$ cat config.mk
export PLATFORM = sky130hd
export DESIGN_NAME = exec_decode_unit
export DESIGN_NICKNAME = d
export VERILOG_FILES = /design/src/rtl/exec_decode_unit_pkg.sv /design/src/rtl/exec_decode_unit_alu.sv /design/src/rtl/exec_decode_unit_ctrl.sv /design/src/rtl/exec_decode_unit.sv
export SDC_FILE = /design/constraint.sdc
export NUM_CORES = 1
export LEC_CHECK = 0
export ABC_AREA = 1
export CAP_MARGIN = 40
export CORE_MARGIN = 2
export CORE_UTILIZATION = 49
export DETAILED_ROUTE_END_ITERATION = 8
export PLACE_DENSITY = 0.78
export SYNTH_ARGS = -nofsm -noshare
export SYNTH_HDL_FRONTEND = slang
export SYNTH_SLANG_ARGS = --single-unit
$ cat constraint.sdc
create_clock -name clock -period 0.8 [get_ports clock]
set_clock_uncertainty 0.15 [all_clocks]
set_input_delay 0.12 -clock clock [delete_from_list [all_inputs] [get_ports clock]]
set_output_delay 0.12 -clock clock [all_outputs]
set_load 0.1 [all_outputs]
$ cat src/rtl/exec_decode_unit_pkg.sv
// Shared opcode, funct and ALU-control encodings for the decode/execute slice.
// Latency: none (definitions only).
// Backpressure: none (definitions only).
package exec_decode_unit_pkg;

  // Main opcodes, instr[31:26]
  localparam logic [5:0] OP_RTYPE = 6'b000000;
  localparam logic [5:0] OP_ADDI  = 6'b001000;
  localparam logic [5:0] OP_SUBI  = 6'b001001;
  localparam logic [5:0] OP_ANDI  = 6'b001100;
  localparam logic [5:0] OP_ORI   = 6'b001101;
  localparam logic [5:0] OP_SLTI  = 6'b001010;
  localparam logic [5:0] OP_LW    = 6'b100011;
  localparam logic [5:0] OP_LB    = 6'b100000;
  localparam logic [5:0] OP_SW    = 6'b101011;
  localparam logic [5:0] OP_SB    = 6'b101000;
  localparam logic [5:0] OP_BEQ   = 6'b000100;
  localparam logic [5:0] OP_BNE   = 6'b100111;
  localparam logic [5:0] OP_J     = 6'b000010;
  localparam logic [5:0] OP_JAL   = 6'b000011;
  localparam logic [5:0] OP_MOVE  = 6'b010001;

  // R-type funct codes, instr[5:0]
  localparam logic [5:0] FN_ADD = 6'b100000;
  localparam logic [5:0] FN_SUB = 6'b100010;
  localparam logic [5:0] FN_AND = 6'b100100;
  localparam logic [5:0] FN_OR  = 6'b100101;
  localparam logic [5:0] FN_SLT = 6'b101010;
  localparam logic [5:0] FN_JR  = 6'b001000;

  // ALU control codes; ALU_RTYPE as a main-decoder op means "look at funct"
  localparam logic [2:0] ALU_JR    = 3'b000;
  localparam logic [2:0] ALU_AND   = 3'b001;
  localparam logic [2:0] ALU_OR    = 3'b010;
  localparam logic [2:0] ALU_XOR   = 3'b011;
  localparam logic [2:0] ALU_SUB   = 3'b100;
  localparam logic [2:0] ALU_ADD   = 3'b101;
  localparam logic [2:0] ALU_SLT   = 3'b110;
  localparam logic [2:0] ALU_NOR   = 3'b111;
  localparam logic [2:0] ALU_RTYPE = 3'b111;

  // Datapath control strobes produced by the main decoder
  typedef struct packed {
    logic       reg_dst;
    logic       alu_src;
    logic       reg_write;
    logic       mem_read;
    logic       mem_write;
    logic       branch;
    logic       jump;
    logic       byte_op;
    logic       move;
    logic [2:0] alu_op;
  } ctrl_t;

endpackage

$ cat src/rtl/exec_decode_unit_alu.sv
// 32-bit ALU: and/or/xor/nor, wrapping add/sub, signed set-less-than; code 000 yields 0.
// Latency: combinational.
// Backpressure: none.
module exec_decode_unit_alu
  import exec_decode_unit_pkg::*;
#(
  parameter int DW = 32
) (
  input  logic [DW-1:0] a,
  input  logic [DW-1:0] b,
  input  logic [2:0]    alu_ctr,
  output logic [DW-1:0] result
);

  // Operation select; add/sub simply wrap, there is no overflow trap
  always_comb begin
    result = '0;
    case (alu_ctr)
      ALU_AND: result = a & b;
      ALU_OR:  result = a | b;
      ALU_XOR: result = a ^ b;
      ALU_SUB: result = a - b;
      ALU_ADD: result = a + b;
      ALU_SLT: result = {{(DW-1){1'b0}}, ($signed(a) < $signed(b))};
      ALU_NOR: result = ~(a | b);
      default: result = '0;
    endcase
  end

endmodule

$ cat src/rtl/exec_decode_unit_ctrl.sv
// Main control decode plus ALU-control decode (opcode/funct -> strobes, alu_ctr).
// Latency: combinational.
// Backpressure: none; a new opcode/funct may be presented every cycle.
module exec_decode_unit_ctrl
  import exec_decode_unit_pkg::*;
(
  input  logic [5:0] opcode,
  input  logic [5:0] funct,
  output ctrl_t      ctrl,
  output logic [2:0] alu_ctr,
  output logic       illegal
);

  logic op_illegal;
  logic fn_illegal;

  // Main decoder: opcode -> datapath strobes and ALU op class
  always_comb begin
    ctrl       = '0;
    op_illegal = 1'b0;
    case (opcode)
      OP_RTYPE: begin
        ctrl.reg_dst   = 1'b1;
        ctrl.reg_write = 1'b1;
        ctrl.alu_op    = ALU_RTYPE;
      end
      OP_ADDI, OP_SUBI, OP_ANDI, OP_ORI, OP_SLTI: begin
        ctrl.alu_src   = 1'b1;
        ctrl.reg_write = 1'b1;
        case (opcode)
          OP_ADDI: ctrl.alu_op = ALU_ADD;
          OP_SUBI: ctrl.alu_op = ALU_SUB;
          OP_ANDI: ctrl.alu_op = ALU_AND;
          OP_ORI:  ctrl.alu_op = ALU_OR;
          default: ctrl.alu_op = ALU_SLT;
        endcase
      end
      OP_LW, OP_LB: begin
        ctrl.alu_src   = 1'b1;
        ctrl.reg_write = 1'b1;
        ctrl.mem_read  = 1'b1;
        ctrl.byte_op   = (opcode == OP_LB);
        ctrl.alu_op    = ALU_ADD;
      end
      OP_SW, OP_SB: begin
        ctrl.alu_src   = 1'b1;
        ctrl.mem_write = 1'b1;
        ctrl.byte_op   = (opcode == OP_SB);
        ctrl.alu_op    = ALU_ADD;
      end
      OP_BEQ, OP_BNE: begin
        ctrl.branch = 1'b1;
        ctrl.alu_op = ALU_SUB;
      end
      OP_J: begin
        ctrl.jump = 1'b1;
      end
      OP_JAL: begin
        ctrl.jump      = 1'b1;
        ctrl.reg_write = 1'b1;
      end
      OP_MOVE: begin
        ctrl.reg_dst   = 1'b1;
        ctrl.reg_write = 1'b1;
        ctrl.move      = 1'b1;
      end
      default: op_illegal = 1'b1;
    endcase
  end

  // ALU-control decoder: non-R ops pass straight through, R-type decodes funct
  always_comb begin
    alu_ctr    = ctrl.alu_op;
    fn_illegal = 1'b0;
    if (ctrl.alu_op == ALU_RTYPE) begin
      case (funct)
        FN_ADD:  alu_ctr = ALU_ADD;
        FN_SUB:  alu_ctr = ALU_SUB;
        FN_AND:  alu_ctr = ALU_AND;
        FN_OR:   alu_ctr = ALU_OR;
        FN_SLT:  alu_ctr = ALU_SLT;
        FN_JR:   alu_ctr = ALU_JR;
        default: begin
          alu_ctr    = ALU_JR;
          fn_illegal = 1'b1;
        end
      endcase
    end
  end

  assign illegal = op_illegal | fn_illegal;

endmodule

$ cat src/rtl/exec_decode_unit.sv
// Decode/execute slice: control decode, ALU-control decode and ALU, all results registered.
// Latency: 1 cycle from instr/operands to every output.
// Backpressure: none; accepts a new instruction every cycle.
module exec_decode_unit
  import exec_decode_unit_pkg::*;
#(
  parameter int DW = 32
) (
  input  logic          clock,
  input  logic          reset_n,
  input  logic [31:0]   instr,
  input  logic [DW-1:0] src_a,
  input  logic [DW-1:0] src_b,
  input  logic [DW-1:0] imm_ext,
  output logic          reg_dst,
  output logic          branch,
  output logic          mem_read,
  output logic          mem_write,
  output logic          byte_op,
  output logic          alu_src,
  output logic          reg_write,
  output logic          jump,
  output logic          move,
  output logic [2:0]    alu_op,
  output logic [2:0]    alu_ctr,
  output logic [DW-1:0] alu_result,
  output logic          zero,
  output logic          branch_taken,
  output logic          jr,
  output logic          illegal
);

  ctrl_t         ctrl;
  logic [2:0]    ctr;
  logic          dec_illegal;
  logic [DW-1:0] alu_b;
  logic [DW-1:0] res;

  // Register/shamt fields are consumed elsewhere in the core
  logic unused_instr_bits;
  assign unused_instr_bits = ^instr[25:6];

  exec_decode_unit_ctrl u_ctrl (
    .opcode  (instr[31:26]),
    .funct   (instr[5:0]),
    .ctrl    (ctrl),
    .alu_ctr (ctr),
    .illegal (dec_illegal)
  );

  assign alu_b = ctrl.alu_src ? imm_ext : src_b;

  exec_decode_unit_alu #(.DW(DW)) u_alu (
    .a       (src_a),
    .b       (alu_b),
    .alu_ctr (ctr),
    .result  (res)
  );

  ctrl_t         ctrl_d,         ctrl_q;
  logic [2:0]    alu_ctr_d,      alu_ctr_q;
  logic [DW-1:0] alu_result_d,   alu_result_q;
  logic          zero_d,         zero_q;
  logic          branch_taken_d, branch_taken_q;
  logic          jr_d,           jr_q;
  logic          illegal_d,      illegal_q;

  // Derived flags; branch outranks the jr marker, and jr suppresses the write
  always_comb begin
    zero_d           = (res == '0);
    jr_d             = (ctr == ALU_JR) && (res == '0) && !ctrl.branch;
    branch_taken_d   = ctrl.branch & (zero_d ^ (instr[31:26] == OP_BNE));
    ctrl_d           = ctrl;
    ctrl_d.reg_write = ctrl.reg_write & ~jr_d;
    alu_ctr_d        = ctr;
    alu_result_d     = res;
    illegal_d        = dec_illegal;
  end

  // Single output register stage, cleared asynchronously
  always_ff @(posedge clock or negedge reset_n) begin
    if (!reset_n) begin
      ctrl_q         <= '0;
      alu_ctr_q      <= '0;
      alu_result_q   <= '0;
      zero_q         <= 1'b0;
      branch_taken_q <= 1'b0;
      jr_q           <= 1'b0;
      illegal_q      <= 1'b0;
    end else begin
      ctrl_q         <= ctrl_d;
      alu_ctr_q      <= alu_ctr_d;
      alu_result_q   <= alu_result_d;
      zero_q         <= zero_d;
      branch_taken_q <= branch_taken_d;
      jr_q           <= jr_d;
      illegal_q      <= illegal_d;
    end
  end

  assign reg_dst      = ctrl_q.reg_dst;
  assign branch       = ctrl_q.branch;
  assign mem_read     = ctrl_q.mem_read;
  assign mem_write    = ctrl_q.mem_write;
  assign byte_op      = ctrl_q.byte_op;
  assign alu_src      = ctrl_q.alu_src;
  assign reg_write    = ctrl_q.reg_write;
  assign jump         = ctrl_q.jump;
  assign move         = ctrl_q.move;
  assign alu_op       = ctrl_q.alu_op;
  assign alu_ctr      = alu_ctr_q;
  assign alu_result   = alu_result_q;
  assign zero         = zero_q;
  assign branch_taken = branch_taken_q;
  assign jr           = jr_q;
  assign illegal      = illegal_q;

endmodule

==> results, run 1 <==
- The net count after synthesis is 1,885.
- The H-tree depth is 2.
- Clock tree synthesis selected as its root buffer the cell clkbuf_16.
- The number of flops mapped to enable cells by yosys is 0.
- In this run, CTS created clock tree buffers numbering 5.
- The run stopped with a tool error.
- The number of I/O port buffers is 160.
- After synthesis, the mean cell area works out to 5.35 sq um.
- The number of different library cells in the post-synthesis netlist is 37.
- The overall global routing resource usage is 72.9%.
- In this run the vertical extent of the chip is 139 microns.
- For this run, the number of Yosys warnings is 0.
- The number of flip-flops and latches in the synthesized netlist is 51.
- For this design the top-level I/O count stands at 181.
- The synthesized cell area is 8870 sq um.
- The maximum count of clock buffers along a single path is 2.
- For this run, the leading register cell type out of synthesis is dfrtp_1.
- For this design, the sink count on the clock tree is 51.
- The residual overflow from global routing is 9.
- Row generation in the floorplan step produced 49 rows.
- The cell count after synthesis is 1,657.
- The tool reported: "[ERROR GRT-0116] Global routing finished with congestion. Check the congestion regions in the DRC Viewer".
- For this configuration, the core starts out at a cell density of 49.7%.
- It got as far as global routing and failed there.
- The via count of the first global-routing pass is 18,300.
- In the synthesized netlist the async set-or-reset flop fraction comes to 100%.
- The horizontal extent of the die is 139 microns.
- The maximum number of pins on one net before global-route repair is 20.
- Of the synthesized area, sequential elements account for 14.4%.
- The first global-routing pass estimated 108,000 microns of wire.
- The total half-perimeter wirelength after legalization and detailed placement is 33,400 microns.
- The congestion estimate from routability-driven global placement came to 1.02.
[cells by family after synthesis]
kind of cell               after synthesis  share of synthesized area [%]
DFF                                     51                           14.4
and+or+nand+nor                        946                           44.7
buffers and inverters                  440                           18.9
AOI/OAI and AO/OA                      105                           6.33
adders and majority gates               98                           14.0
xor gates and xnor gates                17                           1.68
[stage by stage]
step / cell area [sq um] / setup WS [ns] / utilization (%) / std cells / TNS [ns]
after floorplan: 9650 / -2.28 / - / 1657 / -66.31
after global placement: 14500 / -3.45 / 81.2 / 2356 / -116.22
after detailed placement: 14500 / -3.73 / 81.2 / 2356 / -123.96
after CTS: 17100 / -2.65 / 96.1 / 2441 / -102.75
[routing by layer]
metal	overflow	track usage, %
met5	0	19.3
met2	7	94.2
met1	0	71.0
met3	0	53.4
met4	2	75.5
[synthesized netlist by cell type, types with 15 or more instances]
cell        n  area, sq um
nand3_1   150          751
nor2_1    130          488
nor3_1     21          105
inv_1     388         1460
clkbuf_1   29          109
dfrtp_1    51         1280
o21ai_0    50          250
nand2_1   589         2210
ha_1       96         1200
a21oi_1    40          200
xor2_1     15          131
nand4_1    21          131
[timing repair]
item                                    CTS
pin swaps                               153
hold endpoints to repair                 52
resized for setup                       537
endpoints found under the setup margin  102
setup buffers                            78
gates cloned                              5
==> run 2, diff against run 1 <==
--- a/config.mk
+++ b/config.mk
@@ -8,9 +8,9 @@
 export ABC_AREA = 1
 export CAP_MARGIN = 40
 export CORE_MARGIN = 2
-export CORE_UTILIZATION = 49
+export CORE_UTILIZATION = 40
 export DETAILED_ROUTE_END_ITERATION = 8
-export PLACE_DENSITY = 0.78
+export PLACE_DENSITY_LB_ADDON = 0.15
 export SYNTH_ARGS = -nofsm -noshare
 export SYNTH_HDL_FRONTEND = slang
 export SYNTH_SLANG_ARGS = --single-unit
==> constraint.sdc (replaced) <==
create_clock -name clock -period 1 [get_ports clock]
set_clock_uncertainty 0.15 [all_clocks]
set_input_delay 0.15 -clock clock [delete_from_list [all_inputs] [get_ports clock]]
set_output_delay 0.15 -clock clock [all_outputs]
set_load 0.1 [all_outputs]
==> results, run 2 <==
- Status: finished, violations left (was did not finish).
- The checks that failed: negative hold slack, negative setup slack.
- STA classifies the critical path startpoint as an input pin.
- The starting density of the core was 40.6% (was 49.7%).
- In this run the worst path has a maximum fanout of 8.
- The number of clock buffers inserted by TritonCTS is 5 (unchanged).
- Of the total power, the share spent switching nets is 48.7%.
- The number of I/O port buffers is 160 (unchanged).
- In this run the static leakage power is 9.49 nW.
- In this design, the stage delay of the slowest critical-path cell is 0.26 ns.
- The worst-case IR drop observed on VDD is 752 uV.
- Clock-pin slew was measured on the worst setup and hold paths at 0.08 ns.
- The most frequent cell after synthesis is nand2_1 (unchanged).
- The number of hold buffers added after CTS was 2.
- In the finished design, the share of the clock period the worst path needs comes to 357%.
- The detailed router finished its first iteration with 1,120 violations.
- The first global-routing pass estimated 63,800 microns of wire.
- Per report_power, the sequential group accounts for 13.7% of the total.
- Setup repair after global routing could not meet its margin everywhere.
- The antenna diode count is 0.
- The vertical extent of the die is 153 microns (was 139 microns).
- The proportion of layout cells with a drive suffix above 1 is 48.0%.
- The data arrival time at the worst-slack endpoint is 3.66 ns.
- The number of vias per cell is 5.21.
- Summed over all layers, the global routing overflow is 0.
- The total half-perimeter wirelength after legalization and detailed placement is 32,100 microns (was 33,400 microns).
- The post-detailed-route count of antenna-violating nets is 0.
- For this block, the via count after detailed routing is 13,100.
- After floorplanning, the core was sized to cover 21,800 sq um.
- The worst pin sits at a relative slew slack of 63.1%.
- The number of pins exceeding their max-slew limit in the final report was 0.
- The post-synthesis cell type with the largest combined area is nand2_1 (unchanged).
- The maximum number of pins on one net before global-route repair is 40.
- The count of final hold-check violations is 1.
- The cell with the biggest individual delay on the critical path is ha_4.
- The final number of setup-violating endpoints is 97.
- The number of flip-flops and latches in the synthesized netlist is 51 (unchanged).
- The die area is 23,400 sq um.
- Across all setup checks in the final design, the least slack found is -2.57 ns.
- The top-level port count is 181 (unchanged).
- The final routed wirelength across all metal layers is 46,600 microns.
- The power share of the combinational group is 74.6%.
- Ranking of synthesized cells by area: nand2_1, inv_1, dfrtp_1 (unchanged).
- The sum of negative setup slack is -81.59 ns.
- The horizontal extent of the die is 153 microns (was 139 microns).
- The count of max-cap constraint violations is 0.
- Most used standard cells in the synthesized netlist: nand2_1, inv_1, nand3_1 (unchanged).
- STA puts the critical path data required time at 1.09 ns.
- STA classifies the critical path endpoint as a register.
- The CTS sink count came to 51 (unchanged).
- The cell count after synthesis is 1,657 (unchanged).
- The number of different library cells in the post-synthesis netlist is 37 (unchanged).
- Global routing used 34.2% of the available tracks.
- The number of instances in the placed design is 2,431 (was 2,356).
- The tightest hold path in the finished design has a slack of -0.123 ns.
- The via count of the first global-routing pass came to 12,500.
- The number of antenna violations at the first check in global routing is 0.
- The total power consumption of the routed design is 0.0179 W.
- The filler cells instantiated in the layout total 1,467.
- The reported net switching power is 0.00870 W.
- The maximum count of clock buffers along a single path is 2 (unchanged).
- The register with the most flip-flops in the layout has 32 of them.
- The count of non-filler cells in the finished layout is 2,507.
- The clock root buffer master is clkbuf_16 (unchanged).
- The time the final worst path needs with I/O delays and setup is 3.57 ns.
- The per-cell routed wire length is 18.6 microns.
- The H-tree depth is 2 (unchanged).
- After detailed routing, the number of remaining DRC violations is 0.
- Based on the critical path, the design can be clocked at up to 280 MHz.
- The final layout contains 2,454 nets.
- The most instantiated flip-flop cell in the synthesis netlist is dfrtp_1 (unchanged).
- Before antenna repair, the detailed router went through 6 iterations.
- The power density normalized to cell area is 1020 nW/um^2.
- The final estimated routing congestion in global placement is 1.01 (was 1.02).
- The most common cell after layout, fill and taps aside is nand2_1.
- The fraction of registers with async set/reset is 100% (unchanged).
- The portion of the post-synthesis area used by sequential elements came to 14.4% (unchanged).
- In this run, the clock network consumes 11.7% of the power.
- The area fraction of the dominant cell type after synthesis came to 24.9% (unchanged).
- The number of flops mapped to enable cells by yosys is 0 (unchanged).
- The number of warnings reported in the yosys synthesis log is 0 (unchanged).
- In this design, the critical path's most frequently occurring cell is nand2_1.
- The worst setup path is of the in -> reg kind.
- At the pin with the least slew margin, the transition time is 0.549 ns.
- The clock tree from TritonCTS is built.
- The net count after synthesis was 1,885 (unchanged).
- Compared with the post-synthesis result, the final layout area differs by 98.0%.
- The internal portion of total power is 0.00916 W.
- The synthesized cell area is 8870 sq um (unchanged).
- The library cells used most frequently in the layout, excluding fill and tap cells, are nand2_1, buf_4, inv_1, nand2_2, clkdlybuf4s50_1.
- The path type of the worst min-delay path is in -> reg.
- The average size of a mapped cell is 5.35 sq um (unchanged).
- The site row count was 54 (was 49).
-- run 2: cell counts after synthesis --
No cell type changed its count.
-- run 2: path summary, 6_finish.rpt --
check | start | slack (ns) | depth (start not counted) | endpoint
worst min-delay path | instr[31] | -0.12 | 2 | move$_DFF_PN0_
worst max-delay path | instr[31] | -2.57 | 29 | branch_taken$_DFF_PN0_
max in group asynchronous | reset_n | 0.05 | 3 | branch$_DFF_PN0_
min in group asynchronous | reset_n | 0.13 | 2 | alu_result[5]$_DFF_PN0_
-- run 2: cells by family after synthesis --
logic type / Yosys count / share of synthesized area [%]
xor gates and xnor gates: 17 / 1.68
adders and majority gates: 98 / 14.0
and+or+nand+nor: 946 / 44.7
AOI/OAI and AO/OA: 105 / 6.33
DFF: 51 / 14.4
buffers and inverters: 440 / 18.9
-- run 2: per-stage QoR --
step           util [%]  area (sq um)  worst slack, ns
2_1_floorplan         -          9500            -2.11
3_3_place_gp       66.5         14500            -3.43
3_5_place_dp       66.6         14500            -3.47
4_1_cts            73.8         16100            -2.34
5_1_grt            80.5         17600            -2.82
6_report           80.5         17600            -2.57
-- run 2: area by class of cell --
type	instances	area (sq um)	share of cell area [%]
Clock buffer	5	125	0.713
Clock inverter	3	43.8	0.249
Inverter	402	1530	8.74
Multi-Input combinational cell	1166	8280	47.2
Sequential cell	51	1340	7.62
Tap cell	280	350	2.00
Timing Repair Buffer	600	5880	33.5
-- run 2: repair_timing --
item                       4_1_cts  5_1_grt
setup endpoints to repair      102       99
setup buffers                   27       45
gates resized for setup        326      317
hold endpoints to repair        53        1
pin swaps                       82      133
gates cloned                     3        0
-- run 2: routing by layer --
metal | vias to the layer above | global-route usage (%) | wire, microns
li1 | 6086 | - | -
met1 | 6122 | 44.1 | 18300
met2 | 703 | 59.3 | 22500
met3 | 160 | 3.15 | 3580
met4 | 0 | 13.0 | 2260
met5 | - | 0 | 0
-- run 2: critical path: cells and delay by family --
family	cells	cell delay, ns
AOI/OAI and AO/OA	1	0.13
xor gates and xnor gates	1	0.19
adders and majority gates	1	0.26
buffers and inverters	7	0.92
and+or+nand+nor	19	1.99
-- run 2: power groups by stage --
stage	Combinational, W	Clock [W]	Sequential [W]
after floorplan	0.00432	0	0.00370
after detailed placement	0.0104	0	0.00247
final	0.0133	0.00210	0.00244
after global placement	0.0102	0	0.00246
after CTS	0.0115	0.00206	0.00243
after global routing	0.0140	0.00215	0.00245
(Power assumes the default switching activity.)
